$ cat src/rtl/fetch_align_ctrl.sv
// Fetch alignment buffer: splits 32-bit fetch words into RV32/RV32C instructions.
// Optional build macro: FETCH_ALIGN_ILLEGAL_EN (flags all-zero decompressor results).
module fetch_align_ctrl #(
    parameter logic [31:0] RESET_PC = 32'h0000_0000,
    parameter int unsigned BUF_HW   = 4
) (
    input  logic        clk,
    input  logic        rst_n,
    input  logic        redirect_valid,
    input  logic [31:0] redirect_pc,
    output logic        fetch_req,
    output logic [31:0] fetch_addr,
    input  logic        fetch_gnt,
    input  logic        fetch_ack,
    input  logic [31:0] fetch_data,
    output logic [15:0] dec_inst16,
    input  logic [31:0] dec_inst32,
    output logic        inst_valid,
    input  logic        inst_ready,
    output logic [31:0] inst_out,
    output logic [31:0] inst_pc,
    output logic        inst_is_c,
    output logic        inst_illegal
);

    localparam int unsigned FW = 16 * BUF_HW;

    logic [15:0]   hw_buf  [BUF_HW];
    logic [15:0]   buf_nxt [BUF_HW];
    logic [FW-1:0] flat;
    logic [FW-1:0] shifted;
    logic [2:0]    hw_cnt;
    logic [2:0]    cnt_nxt;
    logic [2:0]    shift;
    logic [2:0]    keep;
    logic [2:0]    add;
    logic [31:0]   fetch_pc;
    logic [31:0]   cur_pc;
    logic          outstanding;
    logic          drop_ack;
    logic          skip_lo;
    logic          started;
    logic [15:0]   h0;
    logic          is16;
    logic          consume;
    logic          ack_ok;
    logic          fire;
    logic          unused_pc0;

    assign unused_pc0 = redirect_pc[0];

    assign h0      = hw_buf[0];
    assign is16    = (h0[1:0] != 2'b11);
    assign inst_valid = !redirect_valid &&
                        (is16 ? (hw_cnt >= 3'd1)
                              : (hw_cnt >= 3'd2));
    assign consume = inst_valid && inst_ready;
    assign shift   = !consume ? 3'd0 : (is16 ? 3'd1 : 3'd2);
    assign keep    = hw_cnt - shift;
    assign ack_ok  = fetch_ack && outstanding && !drop_ack;
    assign add     = !ack_ok ? 3'd0 : (skip_lo ? 3'd1 : 3'd2);
    assign cnt_nxt = keep + add;

    assign fetch_req  = started && !outstanding &&
                        (hw_cnt <= 3'd2) && !redirect_valid;
    assign fetch_addr = fetch_pc;
    assign fire       = fetch_req && fetch_gnt;

    assign dec_inst16 = h0;
    assign inst_out   = is16 ? dec_inst32 : {hw_buf[1], h0};
    assign inst_pc    = cur_pc;
    assign inst_is_c  = inst_valid && is16;

`ifdef FETCH_ALIGN_ILLEGAL_EN
    assign inst_illegal = inst_valid && is16 &&
                          (dec_inst32 == 32'b0);
`else
    assign inst_illegal = 1'b0;
`endif

    // Drop consumed halfwords, then append returned ones at the new tail.
    always_comb begin
        for (int i = 0; i < BUF_HW; i++) begin
            flat[16*i +: 16] = hw_buf[i];
        end
        shifted = flat >> {shift, 4'b0000};
        for (int i = 0; i < BUF_HW; i++) begin
            buf_nxt[i] = shifted[16*i +: 16];
            if (ack_ok) begin
                if (skip_lo) begin
                    if (3'(i) == keep) begin
                        buf_nxt[i] = fetch_data[31:16];
                    end
                end else begin
                    if (3'(i) == keep) begin
                        buf_nxt[i] = fetch_data[15:0];
                    end
                    if (3'(i) == keep + 3'd1) begin
                        buf_nxt[i] = fetch_data[31:16];
                    end
                end
            end
        end
    end

    // Buffer, PCs and fetch bookkeeping; redirect overrides everything.
    always_ff @(posedge clk or negedge rst_n) begin
        if (!rst_n) begin
            for (int i = 0; i < BUF_HW; i++) begin
                hw_buf[i] <= 16'h0000;
            end
            hw_cnt      <= 3'd0;
            outstanding <= 1'b0;
            drop_ack    <= 1'b0;
            skip_lo     <= RESET_PC[1];
            cur_pc      <= RESET_PC;
            fetch_pc    <= {RESET_PC[31:2], 2'b00};
            started     <= 1'b0;
        end else begin
            started <= 1'b1;
            if (redirect_valid) begin
                hw_cnt      <= 3'd0;
                cur_pc      <= {redirect_pc[31:1], 1'b0};
                fetch_pc    <= {redirect_pc[31:2], 2'b00};
                skip_lo     <= redirect_pc[1];
                outstanding <= outstanding && !fetch_ack;
                drop_ack    <= outstanding && !fetch_ack;
            end else begin
                hw_buf <= buf_nxt;
                hw_cnt <= cnt_nxt;
                cur_pc <= cur_pc + {28'b0, shift, 1'b0};
                if (fire) begin
                    outstanding <= 1'b1;
                    fetch_pc    <= fetch_pc + 32'd4;
                end else if (fetch_ack && outstanding) begin
                    outstanding <= 1'b0;
                    drop_ack    <= 1'b0;
                end
                if (ack_ok && skip_lo) begin
                    skip_lo <= 1'b0;
                end
            end
        end
    end

endmodule

$ cat config.mk
export PLATFORM = sky130hd
export DESIGN_NAME = fetch_align_ctrl
export DESIGN_NICKNAME = d
export VERILOG_FILES = /design/src/rtl/fetch_align_ctrl.sv
export SDC_FILE = /design/constraint.sdc
export NUM_CORES = 1
export LEC_CHECK = 0
export CAP_MARGIN = 0
export CORE_ASPECT_RATIO = 0.75
export CORE_UTILIZATION = 56
export DETAILED_ROUTE_END_ITERATION = 10
export PLACE_DENSITY = 0.83
export SLEW_MARGIN = 5
export SYNTH_ARGS = -nofsm -noshare
export SYNTH_HDL_FRONTEND = slang
export SYNTH_SLANG_ARGS = --single-unit
$ cat constraint.sdc
create_clock -name clk -period 6.3 [get_ports clk]
set_input_delay 0.945 -clock clk [delete_from_list [all_inputs] [get_ports clk]]
set_output_delay 0.945 -clock clk [all_outputs]
set_load 0.05 [all_outputs]
==> run metrics <==
status=finished, final reports clean; die height=117 µm; FF-to-FF End=flat[42]; port buffer count=212; filler instances=1344; post-DP HPWL=24.6 mm; Detailed Routing Iterations Pass 1=10; vias in the first global route=9379; cts hold-fix bufs=0; Pint=2.75 mW; setup repair after global routing missed its margin=no; synth cell count leaders=183 x nand2_1, 132 x dfrtp_1, 86 x nor2_1; Crit path arrival time=5.20 ns; clock network power share=0.180; endpoint class of the critical path=flop; CP Launch Type=input pin; Placer Congestion=0.939; Reg area=3300 µm²; Fin Setup TNS=0 ns; main combinational cell family by area after synthesis=compound AO/OA/AOI/OAI gates; post-synthesis simple-gate area fraction=0.204; layout cell share with drive strength beyond 1=0.0673; slack of the worst reg-to-reg path=1.50 ns; Clock Skew=0.0100 ns; row count=41; cell count of the worst reg-to-reg path=11; clk_lat worst skew=0.43 ns; GR Overflow Total=0; area grow syn2layout=25.7%; Endpoint, Worst Hold=flat[29]; vias per cell=6.84; FMAX=0.203 GHz; Synth Area in Compound Gates=0.280; Mapped Cells=1236; top cells by area, synth=dfrtp_1 33%, nand2_1 6.9%, a32oi_1 4.0%; Logic pwr share=0.565; worst hold slack=0.488 ns; Max clock buf depth=2; Seq/Total Area, Yosys=0.334; Slew Limit Fails=0; CTS tree=done; count leader, synth=nand2_1; Final setup violation count=0; global-route wire length before repair=54.6 mm; Max transition margin=0.103; final hold vios=0; Nets=1465; Detailed Route Iter0 Violations=1832; largest net degree at the start of global routing=69; final cycle utilization of the critical path=0.783; switching portion of total power=0.509; Period minus WS final=4.94 ns; Synth Flop Type=dfrtp_1; synthesized flop and latch total=132; Post-synth EDFFs=0; total number of vias=11000; Sw Pwr=2.86 mW; Ys Warns=0; Crit Reg-Reg Startpoint=dec_inst16[0]; PwrDens=451 nW/µm²; Worst Hold Class=flop to flop; maxcap violations=0; Setup CP Type=input pin to flop; Starting Density=0.581; Worst Path Required=6.57 ns; worst-margin pin slew=1.33 ns; total global-route track usage=0.397; Adder-Cell Fraction of Synth Area=0.0137; remaining antenna violation count=0; CTS Buf Count=17; CTS Root Buffer Type=clkbuf_16; ANT cells=0; post-synth top area share=0.334; Die W=156 µm; hold depth=2; largest area contributor in the netlist=dfrtp_1; initial antenna violation count=0; Worst VDD drop=0.263 mV; min-delay src=flat[29]; DRC viols=0; post-synthesis mux area share=0.0498; CP Max Fanout=17; clock slew at reported path FFs=0.06 ns; Core ar.=17000 µm²; sequential power share=0.255; Total Wirelength=36.5 mm; syn avg cell area=8.01 µm²; Synth cell types=70; synthesized cell area=9900 µm²; # clock sinks=132; area of the multi-input gates=5780 µm²; XOR/XNOR Fraction of Synth Area=0.0326; Post-CTS Setup Inserts=0; leak pwr=4.73 nW; # resized after CTS=0; Die ar.=18200 µm²; io pins=218; DR WL/cell=22.8 µm; asr flop ratio synth=1.00; H-tree levels=4
## critical path, cell delays in order
cell and delay (ns):
clkdlybuf4s50_1 0.48, nor2b_1 0.31, o21ai_4 0.11, nor2_1 0.10, buf_4 0.27, ha_1 0.22, fa_1 0.62, nor2b_1 0.75
nand3_1 0.73, o21a_1 0.33, a32oi_1 0.21, o22ai_1 0.12
## area by class of cell
cell class,count,share of cell area
Clock buffer,19,0.0356
Clock inverter,13,0.0119
Inverter,49,0.0148
Multi-Input combinational cell,920,0.465
Sequential cell,132,0.265
Tap cell,236,0.0237
Timing Repair Buffer,234,0.184
## metal layers
metal  GRT usage  up-vias  routed length (µm)
met5           0        -                   0
met4      0.0882        0                 892
met3       0.159      121                6120
met2       0.555      907               14800
met1       0.572     5134               14800
li1            -     4810                   -
## flip-flops by register name, indices dropped and copies added, names as in the netlist
name,count
dec_inst16,16
drop_ack,1
fetch_addr,30
flat,48
hw_cnt,3
inst_pc,31
outstanding,1
skip_lo,1
started,1
## cells by family (layout without fill, tap and decap cells)
kind of cell	after synthesis	in the layout
AOI/OAI and AO/OA	386	386
muxes	47	47
and+or+nand+nor	437	437
buffers and inverters	187	315
other	2	5
DFF	132	132
adders and majority gates	9	9
xor gates and xnor gates	36	36
## layout by cell type, fill, tap and decap left out, drive strengths merged, types with 6 or more instances in the layout
cell,netlist,final
a41oi,7,7
inv,48,52
a311oi,16,16
a32oi,45,45
dfrtp,132,132
a221o,16,16
mux2i,29,29
and2,13,13
a311o,9,9
clkdlybuf4s50,0,210
o21a,18,18
buf,70,24
nor2,87,87
o211ai,14,14
mux2,18,18
a2bb2oi,14,14
o31ai,15,15
xnor2,17,17
clkbuf,68,19
a31oi,14,14
nand3,63,63
a22oi,18,18
nor3,23,23
o311ai,7,7
a21oi,53,53
nand4,24,24
ha,6,6
o22ai,32,32
o221ai,21,21
nand2,184,184
o21ai,68,68
xor2,19,19
and3,9,9
## power by group through the flow
stage / combinational (mW) / sequential, mW / clock (mW)
4_1_cts: 3.10 / 1.40 / 1.01
3_3_place_gp: 3.04 / 1.40 / 0
2_1_floorplan: 2.13 / 1.43 / 0
3_5_place_dp: 3.09 / 1.41 / 0
5_1_grt: 3.32 / 1.45 / 1.05
6_report: 3.17 / 1.43 / 1.01
## worst max path at each step
stage                     slack (ns)            from  cells past startpoint       end
after floorplan                 1.81      inst_ready                     17  flat[40]
after global placement          1.21      inst_ready                     12  flat[42]
after detailed placement        1.14  redirect_valid                     15  flat[42]
after CTS                       1.57      inst_ready                     12  flat[42]
after global routing            1.17      inst_ready                     12  flat[46]
final                           1.36      inst_ready                     12  flat[42]
## stage by stage
stage          cell area (µm²)  total power, mW  worst slack [ns]  instances  utilization
3_5_place_dp             11900             4.51              1.14       1571        0.696
4_1_cts                  12400             5.52              1.57       1603        0.731
5_1_grt                  12400             5.82              1.17       1603        0.731
3_3_place_gp             11900             4.44              1.21       1571        0.696
6_report                 12400             5.61              1.36       1603        0.731
2_1_floorplan             9910             3.55              1.81       1239            -
Power figures use the tool's default switching activity.
